<file path="config.mk">
export PLATFORM = sky130hd
export DESIGN_NAME = cpu_ctrl_fsm_flat
export DESIGN_NICKNAME = d
export VERILOG_FILES = /design/src/rtl/cpu_ctrl_fsm_if.sv /design/src/rtl/cpu_ctrl_fsm.sv /design/src/flat_wrapper.sv
export SDC_FILE = /design/constraint.sdc
export NUM_CORES = 1
export LEC_CHECK = 0
export ABC_AREA = 1
export CAP_MARGIN = 25
export CORE_ASPECT_RATIO = 0.9
export CORE_MARGIN = 10
export CORE_UTILIZATION = 47
export DETAILED_ROUTE_END_ITERATION = 10
export PLACE_DENSITY = 0.81
export SYNTH_ARGS = -nofsm -noshare
export SYNTH_HDL_FRONTEND = slang
export SYNTH_SLANG_ARGS = --single-unit
</file>
<file path="constraint.sdc">
create_clock -name clk_i -period 2.65 [get_ports clk_i]
set_input_delay 0.53 -clock clk_i [delete_from_list [all_inputs] [get_ports clk_i]]
set_output_delay 0.53 -clock clk_i [all_outputs]
set_load 0.02 [all_outputs]
</file>
<file path="src/rtl/cpu_ctrl_fsm_if.sv">
// Control-unit bus: instruction fetch handshake, datapath strobes and status.
// The control FSM is the master; the datapath/memory side is the slave.
interface cpu_ctrl_fsm_if;
   logic [7:0] imem_data_i;
   logic       imem_valid_i;
   logic [7:0] alu_y_i;
   logic       imem_req_o;
   logic [2:0] mux_select_o;
   logic [4:0] op_o;
   logic       alu_sub_o;
   logic       reg_a_load_o;
   logic       reg_b_load_o;
   logic       pc_inc_o;
   logic       pc_load_o;
   logic       zero_o;
   logic       halted_o;
   logic       fault_o;

   modport master (
      input  imem_data_i, imem_valid_i, alu_y_i,
      output imem_req_o, mux_select_o, op_o, alu_sub_o,
      output reg_a_load_o, reg_b_load_o, pc_inc_o, pc_load_o,
      output zero_o, halted_o, fault_o
   );

   modport slave (
      output imem_data_i, imem_valid_i, alu_y_i,
      input  imem_req_o, mux_select_o, op_o, alu_sub_o,
      input  reg_a_load_o, reg_b_load_o, pc_inc_o, pc_load_o,
      input  zero_o, halted_o, fault_o
   );
endinterface

</file>
<file path="src/rtl/cpu_ctrl_fsm.sv">
// Multi-cycle control unit for the 8-bit CPU: fetch, decode, execute, writeback.
// Holds IR, zero flag and fetch-timeout fault; drives all datapath strobes.
module cpu_ctrl_fsm #(
   parameter int TIMEOUT_CYCLES = 16,
   parameter bit ZERO_ON_LOAD   = 1'b1
) (
   input  logic           clk_i,
   input  logic           rst_i,
   cpu_ctrl_fsm_if.master bus
);
   localparam logic [2:0] MUX_SELECT_NONE  = 3'd0;
   localparam logic [2:0] MUX_SELECT_PC    = 3'd1;
   localparam logic [2:0] MUX_SELECT_OP    = 3'd2;
   localparam logic [2:0] MUX_SELECT_ALU_Y = 3'd3;

   localparam logic [2:0] OP_NOP = 3'b000;
   localparam logic [2:0] OP_LDA = 3'b001;
   localparam logic [2:0] OP_LDB = 3'b010;
   localparam logic [2:0] OP_ADD = 3'b011;
   localparam logic [2:0] OP_SUB = 3'b100;
   localparam logic [2:0] OP_JMP = 3'b101;
   localparam logic [2:0] OP_JZ  = 3'b110;
   localparam logic [2:0] OP_HLT = 3'b111;

   localparam int CW = $clog2(TIMEOUT_CYCLES + 1);
   localparam logic [CW-1:0] CNT_LAST = CW'(TIMEOUT_CYCLES - 1);

   typedef enum logic [2:0] {
      S_FETCH, S_DECODE, S_EXEC, S_WB, S_HALT
   } state_t;

   state_t        r_state;
   logic [7:0]    r_ir;
   logic          r_zero;
   logic [CW-1:0] r_cnt;
   logic          r_fault;

   logic [2:0] w_opc;
   logic       w_req;
   logic [2:0] w_mux;
   logic       w_sub;
   logic       w_a_load;
   logic       w_b_load;
   logic       w_pc_inc;
   logic       w_pc_load;

   assign w_opc = r_ir[7:5];

   always_ff @(posedge clk_i) begin
      if (rst_i) begin
         r_state <= S_FETCH;
         r_ir    <= 8'd0;
         r_zero  <= 1'b0;
         r_cnt   <= '0;
         r_fault <= 1'b0;
      end else begin
         case (r_state)
            S_FETCH: begin
               if (bus.imem_valid_i) begin
                  r_ir    <= bus.imem_data_i;
                  r_cnt   <= '0;
                  r_state <= S_DECODE;
               end else if (r_cnt == CNT_LAST) begin
                  r_fault <= 1'b1;
                  r_state <= S_HALT;
               end else begin
                  r_cnt <= r_cnt + 1'b1;
               end
            end
            S_DECODE: r_state <= S_EXEC;
            S_EXEC: begin
               r_state <= S_FETCH;
               case (w_opc)
                  OP_LDA: begin
                     if (ZERO_ON_LOAD)
                        r_zero <= (r_ir[4:0] == 5'd0);
                  end
                  OP_ADD, OP_SUB: r_state <= S_WB;
                  OP_HLT:         r_state <= S_HALT;
                  default: ;
               endcase
            end
            S_WB: begin
               r_zero  <= (bus.alu_y_i == 8'd0);
               r_state <= S_FETCH;
            end
            S_HALT:  r_state <= S_HALT;
            default: r_state <= S_FETCH;
         endcase
      end
   end

   // Strobes are gated by reset so a reset landing in WB never loads A.
   always_comb begin
      w_req     = 1'b0;
      w_mux     = MUX_SELECT_NONE;
      w_sub     = 1'b0;
      w_a_load  = 1'b0;
      w_b_load  = 1'b0;
      w_pc_inc  = 1'b0;
      w_pc_load = 1'b0;
      if (!rst_i) begin
         case (r_state)
            S_FETCH: begin
               w_req    = 1'b1;
               w_mux    = MUX_SELECT_PC;
               w_pc_inc = bus.imem_valid_i;
            end
            S_EXEC: begin
               case (w_opc)
                  OP_LDA: begin
                     w_mux    = MUX_SELECT_OP;
                     w_a_load = 1'b1;
                  end
                  OP_LDB: begin
                     w_mux    = MUX_SELECT_OP;
                     w_b_load = 1'b1;
                  end
                  OP_ADD, OP_SUB: w_sub = w_opc[2];
                  OP_JMP: begin
                     w_mux     = MUX_SELECT_OP;
                     w_pc_load = 1'b1;
                  end
                  OP_JZ: begin
                     if (r_zero) begin
                        w_mux     = MUX_SELECT_OP;
                        w_pc_load = 1'b1;
                     end
                  end
                  OP_NOP, OP_HLT: ;
                  default: ;
               endcase
            end
            S_WB: begin
               w_sub    = w_opc[2];
               w_mux    = MUX_SELECT_ALU_Y;
               w_a_load = 1'b1;
            end
            default: ;
         endcase
      end
   end

   assign bus.imem_req_o   = w_req;
   assign bus.mux_select_o = w_mux;
   assign bus.op_o         = r_ir[4:0];
   assign bus.alu_sub_o    = w_sub;
   assign bus.reg_a_load_o = w_a_load;
   assign bus.reg_b_load_o = w_b_load;
   assign bus.pc_inc_o     = w_pc_inc;
   assign bus.pc_load_o    = w_pc_load;
   assign bus.zero_o       = r_zero;
   assign bus.halted_o     = (r_state == S_HALT);
   assign bus.fault_o      = r_fault;
endmodule
</file>
<file path="src/flat_wrapper.sv">
// flat-port wrapper written by rule: the top's interface ports become plain ports
module cpu_ctrl_fsm_flat 
#(
   parameter int TIMEOUT_CYCLES = 16,
   parameter bit ZERO_ON_LOAD   = 1'b1
)
  (clk_i, rst_i, bus_imem_data_i, bus_imem_valid_i, bus_alu_y_i, bus_imem_req_o, bus_mux_select_o, bus_op_o, bus_alu_sub_o, bus_reg_a_load_o, bus_reg_b_load_o, bus_pc_inc_o, bus_pc_load_o, bus_zero_o, bus_halted_o, bus_fault_o);
  cpu_ctrl_fsm_if bus_i ();
  input  logic clk_i;
  input  logic rst_i;
  input wire logic [$bits(bus_i.imem_data_i)-1:0] bus_imem_data_i;
  input wire logic [$bits(bus_i.imem_valid_i)-1:0] bus_imem_valid_i;
  input wire logic [$bits(bus_i.alu_y_i)-1:0] bus_alu_y_i;
  output wire logic [$bits(bus_i.imem_req_o)-1:0] bus_imem_req_o;
  output wire logic [$bits(bus_i.mux_select_o)-1:0] bus_mux_select_o;
  output wire logic [$bits(bus_i.op_o)-1:0] bus_op_o;
  output wire logic [$bits(bus_i.alu_sub_o)-1:0] bus_alu_sub_o;
  output wire logic [$bits(bus_i.reg_a_load_o)-1:0] bus_reg_a_load_o;
  output wire logic [$bits(bus_i.reg_b_load_o)-1:0] bus_reg_b_load_o;
  output wire logic [$bits(bus_i.pc_inc_o)-1:0] bus_pc_inc_o;
  output wire logic [$bits(bus_i.pc_load_o)-1:0] bus_pc_load_o;
  output wire logic [$bits(bus_i.zero_o)-1:0] bus_zero_o;
  output wire logic [$bits(bus_i.halted_o)-1:0] bus_halted_o;
  output wire logic [$bits(bus_i.fault_o)-1:0] bus_fault_o;
  assign bus_i.imem_data_i = bus_imem_data_i;
  assign bus_i.imem_valid_i = bus_imem_valid_i;
  assign bus_i.alu_y_i = bus_alu_y_i;
  assign bus_imem_req_o = bus_i.imem_req_o;
  assign bus_mux_select_o = bus_i.mux_select_o;
  assign bus_op_o = bus_i.op_o;
  assign bus_alu_sub_o = bus_i.alu_sub_o;
  assign bus_reg_a_load_o = bus_i.reg_a_load_o;
  assign bus_reg_b_load_o = bus_i.reg_b_load_o;
  assign bus_pc_inc_o = bus_i.pc_inc_o;
  assign bus_pc_load_o = bus_i.pc_load_o;
  assign bus_zero_o = bus_i.zero_o;
  assign bus_halted_o = bus_i.halted_o;
  assign bus_fault_o = bus_i.fault_o;
  cpu_ctrl_fsm #(.TIMEOUT_CYCLES(TIMEOUT_CYCLES), .ZERO_ON_LOAD(ZERO_ON_LOAD)) u_core (.clk_i(clk_i), .rst_i(rst_i), .bus(bus_i));
endmodule
</file>
# After elaboration in Yosys (flattened, before gate mapping)

Index checks and enable logic that the tools add are counted.

Register bits: 18
Output and inout port bits: 17
Bits of input ports: 19
Word-level logic and storage cells: 61

Reduce and logical (&&, ||, !) cells: 10
Bitwise operators: 1
Equal/unequal tests: 15
Add/sub/neg operators: 1
Mux-type cells: 29

Operator list:

| operator            | count |
|---|---|
| $eq 3x3->1 const B  | 5 |
| $mux 1              | 15 |
| $eq 3x2->1 const B  | 4 |
| $pmux 3 s2          | 2 |
| $pmux 3 s4          | 1 |
| $mux 5              | 2 |
| $mux 3              | 3 |
| $pmux 3 s3          | 1 |
| $logic_not 8->1     | 1 |
| $pmux 1 s2          | 4 |
| $eq 3x1->1 const B  | 2 |
| $reduce_and 2->1    | 3 |
| $add 5x1->5 const B | 1 |
| $eq 5x4->1 const B  | 1 |
| $logic_not 5->1     | 1 |
| $ne 2x2->1 const B  | 2 |
| $logic_not 3->1     | 1 |
| $ne 3x2->1 const B  | 1 |
| $reduce_and 3->1    | 1 |
| $reduce_or 3->1     | 1 |
| $mux 2              | 1 |
| $reduce_bool 2->1   | 1 |
| $reduce_or 2->1     | 1 |
| $not 1->1           | 1 |

# Depth between registers and ports, before layout

Depth after elaboration: 5
Depth in mapped cells: 8

# Least setup slack after synthesis

No wires, ideal clock.

Path kind: register to output
Start: register u_core.r_state[2]
End: output port bus_reg_b_load_o
Setup slack: 0.851 ns
Required time: 2.120 ns
Cell stages (with the launch flop): 6
Arrival: 1.269 ns
Path through: dfxtp_1 > inv_1 > nand2_1 > inv_1 > nand2_1 > nor4_1

Longest elaborated chain between the ends: 3

RTL lines:

| element                  | RTL line            | RTL |
|---|---|---|
| start: declaration       | cpu_ctrl_fsm.sv:32  | `state_t r_state;` |
| start signal: assignment | cpu_ctrl_fsm.sv:51  | `r_state <= S_FETCH;` |
| start signal: assignment | cpu_ctrl_fsm.sv:62  | `r_state <= S_DECODE;` |
| start signal: assignment | cpu_ctrl_fsm.sv:65  | `r_state <= S_HALT;` |
| $eq 3x2->1               | cpu_ctrl_fsm.sv:103 | `case (r_state)` |
| $mux 1                   | cpu_ctrl_fsm.sv:103 |  |
| $mux 1                   | cpu_ctrl_fsm.sv:102 | `if (!rst_i) begin` |
| end: declaration         | flat_wrapper.sv:19  | `output wire logic [$bits(bus_i.reg_b_load_o)-1:0] bus_reg_b_load_o;` |

Every way passes these cells.

# Worst setup path after layout

Start: register u_core.r_state[2]
End: output port bus_mux_select_o[0]

Longest elaborated chain between the ends: 3
Elaborated cells on any way between the ends: 5

RTL lines:

| element                                              | RTL line            | RTL |
|---|---|---|
| $eq 3x2->1 / $logic_not 3->1 (equally long branches) | cpu_ctrl_fsm.sv:103 |  |
| $pmux 3 s3 *                                         | cpu_ctrl_fsm.sv:103 |  |
| $mux 3 *                                             | cpu_ctrl_fsm.sv:102 |  |
| end: declaration                                     | flat_wrapper.sv:15  | `output wire logic [$bits(bus_i.mux_select_o)-1:0] bus_mux_select_o;` |

Mark *: on every way between the ends. The rest lies on a longest branch, timed or not.

==> run_results.csv <==
group,metric,value,unit
outcome,status,"finished clean",
final_layout,fin_nets,204,
critical_path,max_stage_delay,0.64,ns
logic_synthesis,async_flop_share,0,%
timing,fin_skew,0.002528,ns
clock_tree,postCtsHoldBufs,0,
global_routing,antenna_found_initial,0,
route,wl_per_cell,12.68,um
route,ant_nets,0,
route,route.detailed.drc,0,
logic_synthesis,synth_top_cells_by_area,"dfxtp_1, nand2_1, a21oi_1",
critical_path,crit_top_cell,"inv_1",
timing,period_share,96.52,%
logic_synthesis,synth.distinct_cells,23,
placement,port_buffers,34,
global_routing,grt_pass1_wl,4257,um
route,dr.pass1.iters,4,
route,num_vias,1020,
floorplanning,rows,15,
placement,numPlacedInstances,203,
logic_synthesis,ys.flop_type,"dfxtp_1",
job,maxCapViolations,0,
clock_tree,tritoncts,"done",
critical_path,worstPathArrival,2.03,ns
pwr,leakage,0.5678,nW
floorplanning,start_util,50.64,%
final_layout,final_cells,206,
final_layout,areaGrowthSynthToFinish,36.71,%
timing,drv_slew,0,
timing,rsz0062_at_grt,"no",
pwr,peakVddDrop,317.3,uV
clock_tree,worstSkewPairLatency,0.29,ns
pwr,fin_total_pwr,0.6202,mW
clock_tree,htree_levels,1,
logic_synthesis,synth.ff_latch_count,18,
final_layout,diodes,0,
logic_synthesis,ys_warn_count,0,
placement,dpl.hpwl,2133,um
pwr,cellPowerDensity,458.9,nW/um2
critical_path,required,2.12,ns
min_path,worstHoldPathType,"register to register",
clock_tree,root_buffer,"clkbuf_4",
critical_path,cp_max_fo,5,
route,drt_iter0_drc,35,
logic_synthesis,syn-instance-count,149,
global_routing,track_usage,12.45,%
logic_synthesis,synth_largest_area_cell,"dfxtp_1",
critical_path,cp_slowest_cell,"clkdlybuf4s50_1",
clock_tree,clock-sinks,18,
floorplanning,die_height,63.51,um
logic_synthesis,syn-cell-area,988.4,um2
clock_tree,clk_path_buf_depth,2,
logic_synthesis,synth-seq-area-share,36.46,%
critical_path,cp-start-kind,"register",
logic_synthesis,postSynthAreaPerCell,6.634,um2
logic_synthesis,synth_fp_nets,170,
critical_path,worstSetupPathType,"register to primary output",
logic_synthesis,yosysTopAreaCellShare,36.46,%
clock_tree,clk_pin_slew_worst_paths,0.10,ns
timing,setup_viol,0,
logic_synthesis,synthTopCellsByCount,"nand2_1, nor2_1, dfxtp_1, inv_1, a21oi_1",
timing,fin_crit,2.558,ns
route,routed_wl,2612,um
floorplanning,io-pin-count,36,
final_layout,drive_above_1_share,7.182,%
logic_synthesis,synth_most_common_cell,"nand2_1",
timing,max_freq,0.3910,GHz
route,viasPerCell,4.951,
timing,hold_violations,0,
floorplanning,die_x,68.34,um
global_routing,overflow,0,
timing,setup_tns,0,ns
placement,gp_congestion,0.8405,
logic_synthesis,synth_edf_count,0,
critical_path,cp_cell_sequence,"inv_1 -> nand2_1 -> nor2_1 -> inv_1 -> a21oi_1 -> clkdlybuf4s50_1",
floorplanning,die_area,4340,um2
clock_tree,cts_buffers,3,
global_routing,grt_max_degree,17,
global_routing,grt_pass1_vias,960,
floorplanning,coreArea,1952,um2
critical_path,worstSetupEndpointType,"primary output",
## stage by stage
| stage | utilization, % | hold WS (ns) | setup slack (ns) | instance area, um2 |
|---|---|---|---|---|
| after floorplan | - | 0.4334 | 0.8507 | 988.4 |
| after global placement | 67.95 | 0.4506 | 0.1452 | 1326 |
| after detailed placement | 67.95 | 0.4624 | 0.09423 | 1326 |
| after CTS | 69.10 | 0.4812 | 0.03456 | 1349 |
| after global routing | 69.23 | 0.4953 | 0.02892 | 1351 |
| final | 69.23 | 0.4751 | 0.09215 | 1351 |
## worst max-delay path, delay by kind of cell, from the launching register on
kind / cells / cell delay (ns)
AOI/OAI and AO/OA: 1 / 0.18
DFF: 1 / 0.36
buffers and inverters: 3 / 0.88
and+or+nand+nor: 2 / 0.32
## timing repair
| item | CTS | global route |
|---|---|---|
| setup endpoints to repair | 0 | 1 |
| endpoints found under the hold margin | 0 | 0 |
| resized for setup | 0 | 1 |
| buffers inserted | 0 | 0 |
## layout make-up
type                            count  area, um2
Clock buffer                        3      22.52
Tap cell                           25      31.28
Multi-Input combinational cell    103      493.0
Timing Repair Buffer               38      372.9
Sequential cell                    18      360.3
Fill cell                         174      600.6
Inverter                           19      71.32
## layer usage
layer | GRT usage (%) | routed length (um) | share of wire (%)
met3 | 4.947 | 248 | 9.5
met2 | 21.63 | 1327 | 51
met5 | 0 | 0 | 0
met1 | 13.46 | 1023 | 39
met4 | 3.015 | 12 | 0.46
## power breakdown
part,internal (mW),total (mW),switching [mW]
logic,0.0818,0.177,0.0951
registers,0.289,0.308,0.0187
clock network,0.0529,0.135,0.0823
## final timing paths
path	slack, ns	startpoint	endpoint	cells after the start
hold reg to reg	0.48	u_core.r_ir[1]$_SDFFE_PP0P_	u_core.r_ir[1]$_SDFFE_PP0P_	2
setup reg to reg	1.02	u_core.r_cnt[0]$_SDFFE_PP0P_	u_core.r_cnt[2]$_SDFFE_PP0P_	8
setup / recovery	0.09	u_core.r_state[2]$_SDFFE_PP0P_	bus_mux_select_o[0]	6
hold / removal	0.48	u_core.r_ir[1]$_SDFFE_PP0P_	u_core.r_ir[1]$_SDFFE_PP0P_	2
## flip-flops by register name (all words and copies together), names as in the netlist
| signal | count |
|---|---|
| u_core.r_cnt | 5 |
| u_core.r_ir | 8 |
| u_core.r_state | 3 |
| u_core.bus.fault_o | 1 |
| u_core.bus.zero_o | 1 |
## cells in the final DEF, fill, tap and decap left out
master            n
inv_2             1
nand2_4           1
dfxtp_1          18
nand4_1           2
inv_1            18
clkdlybuf4s50_1  33
o211ai_1          1
nand2_2           1
nor2_4            1
a21oi_1          17
dlymetal6s2s_1    1
nor3_1            1
nor2_1           19
nand3_1           9
ha_1              2
nand2_1          32
o21ai_0          12
o21ai_2           1
conb_1            1
clkbuf_4          3
nor2_2            1
nor4_1            1
buf_4             4
o21a_1            1
## logic make-up after synthesis
| group | share of synthesized area, % |
|---|---|
| AO/OA/AOI/OAI | 17.09 |
| AND/OR/NAND/NOR | 29.87 |
| adder cells (fa/ha/maj) | 2.531 |
| other | 0.3794 |
| buffers and inverters | 13.67 |
| flip-flops | 36.46 |
Power figures use the tool's default switching activity.
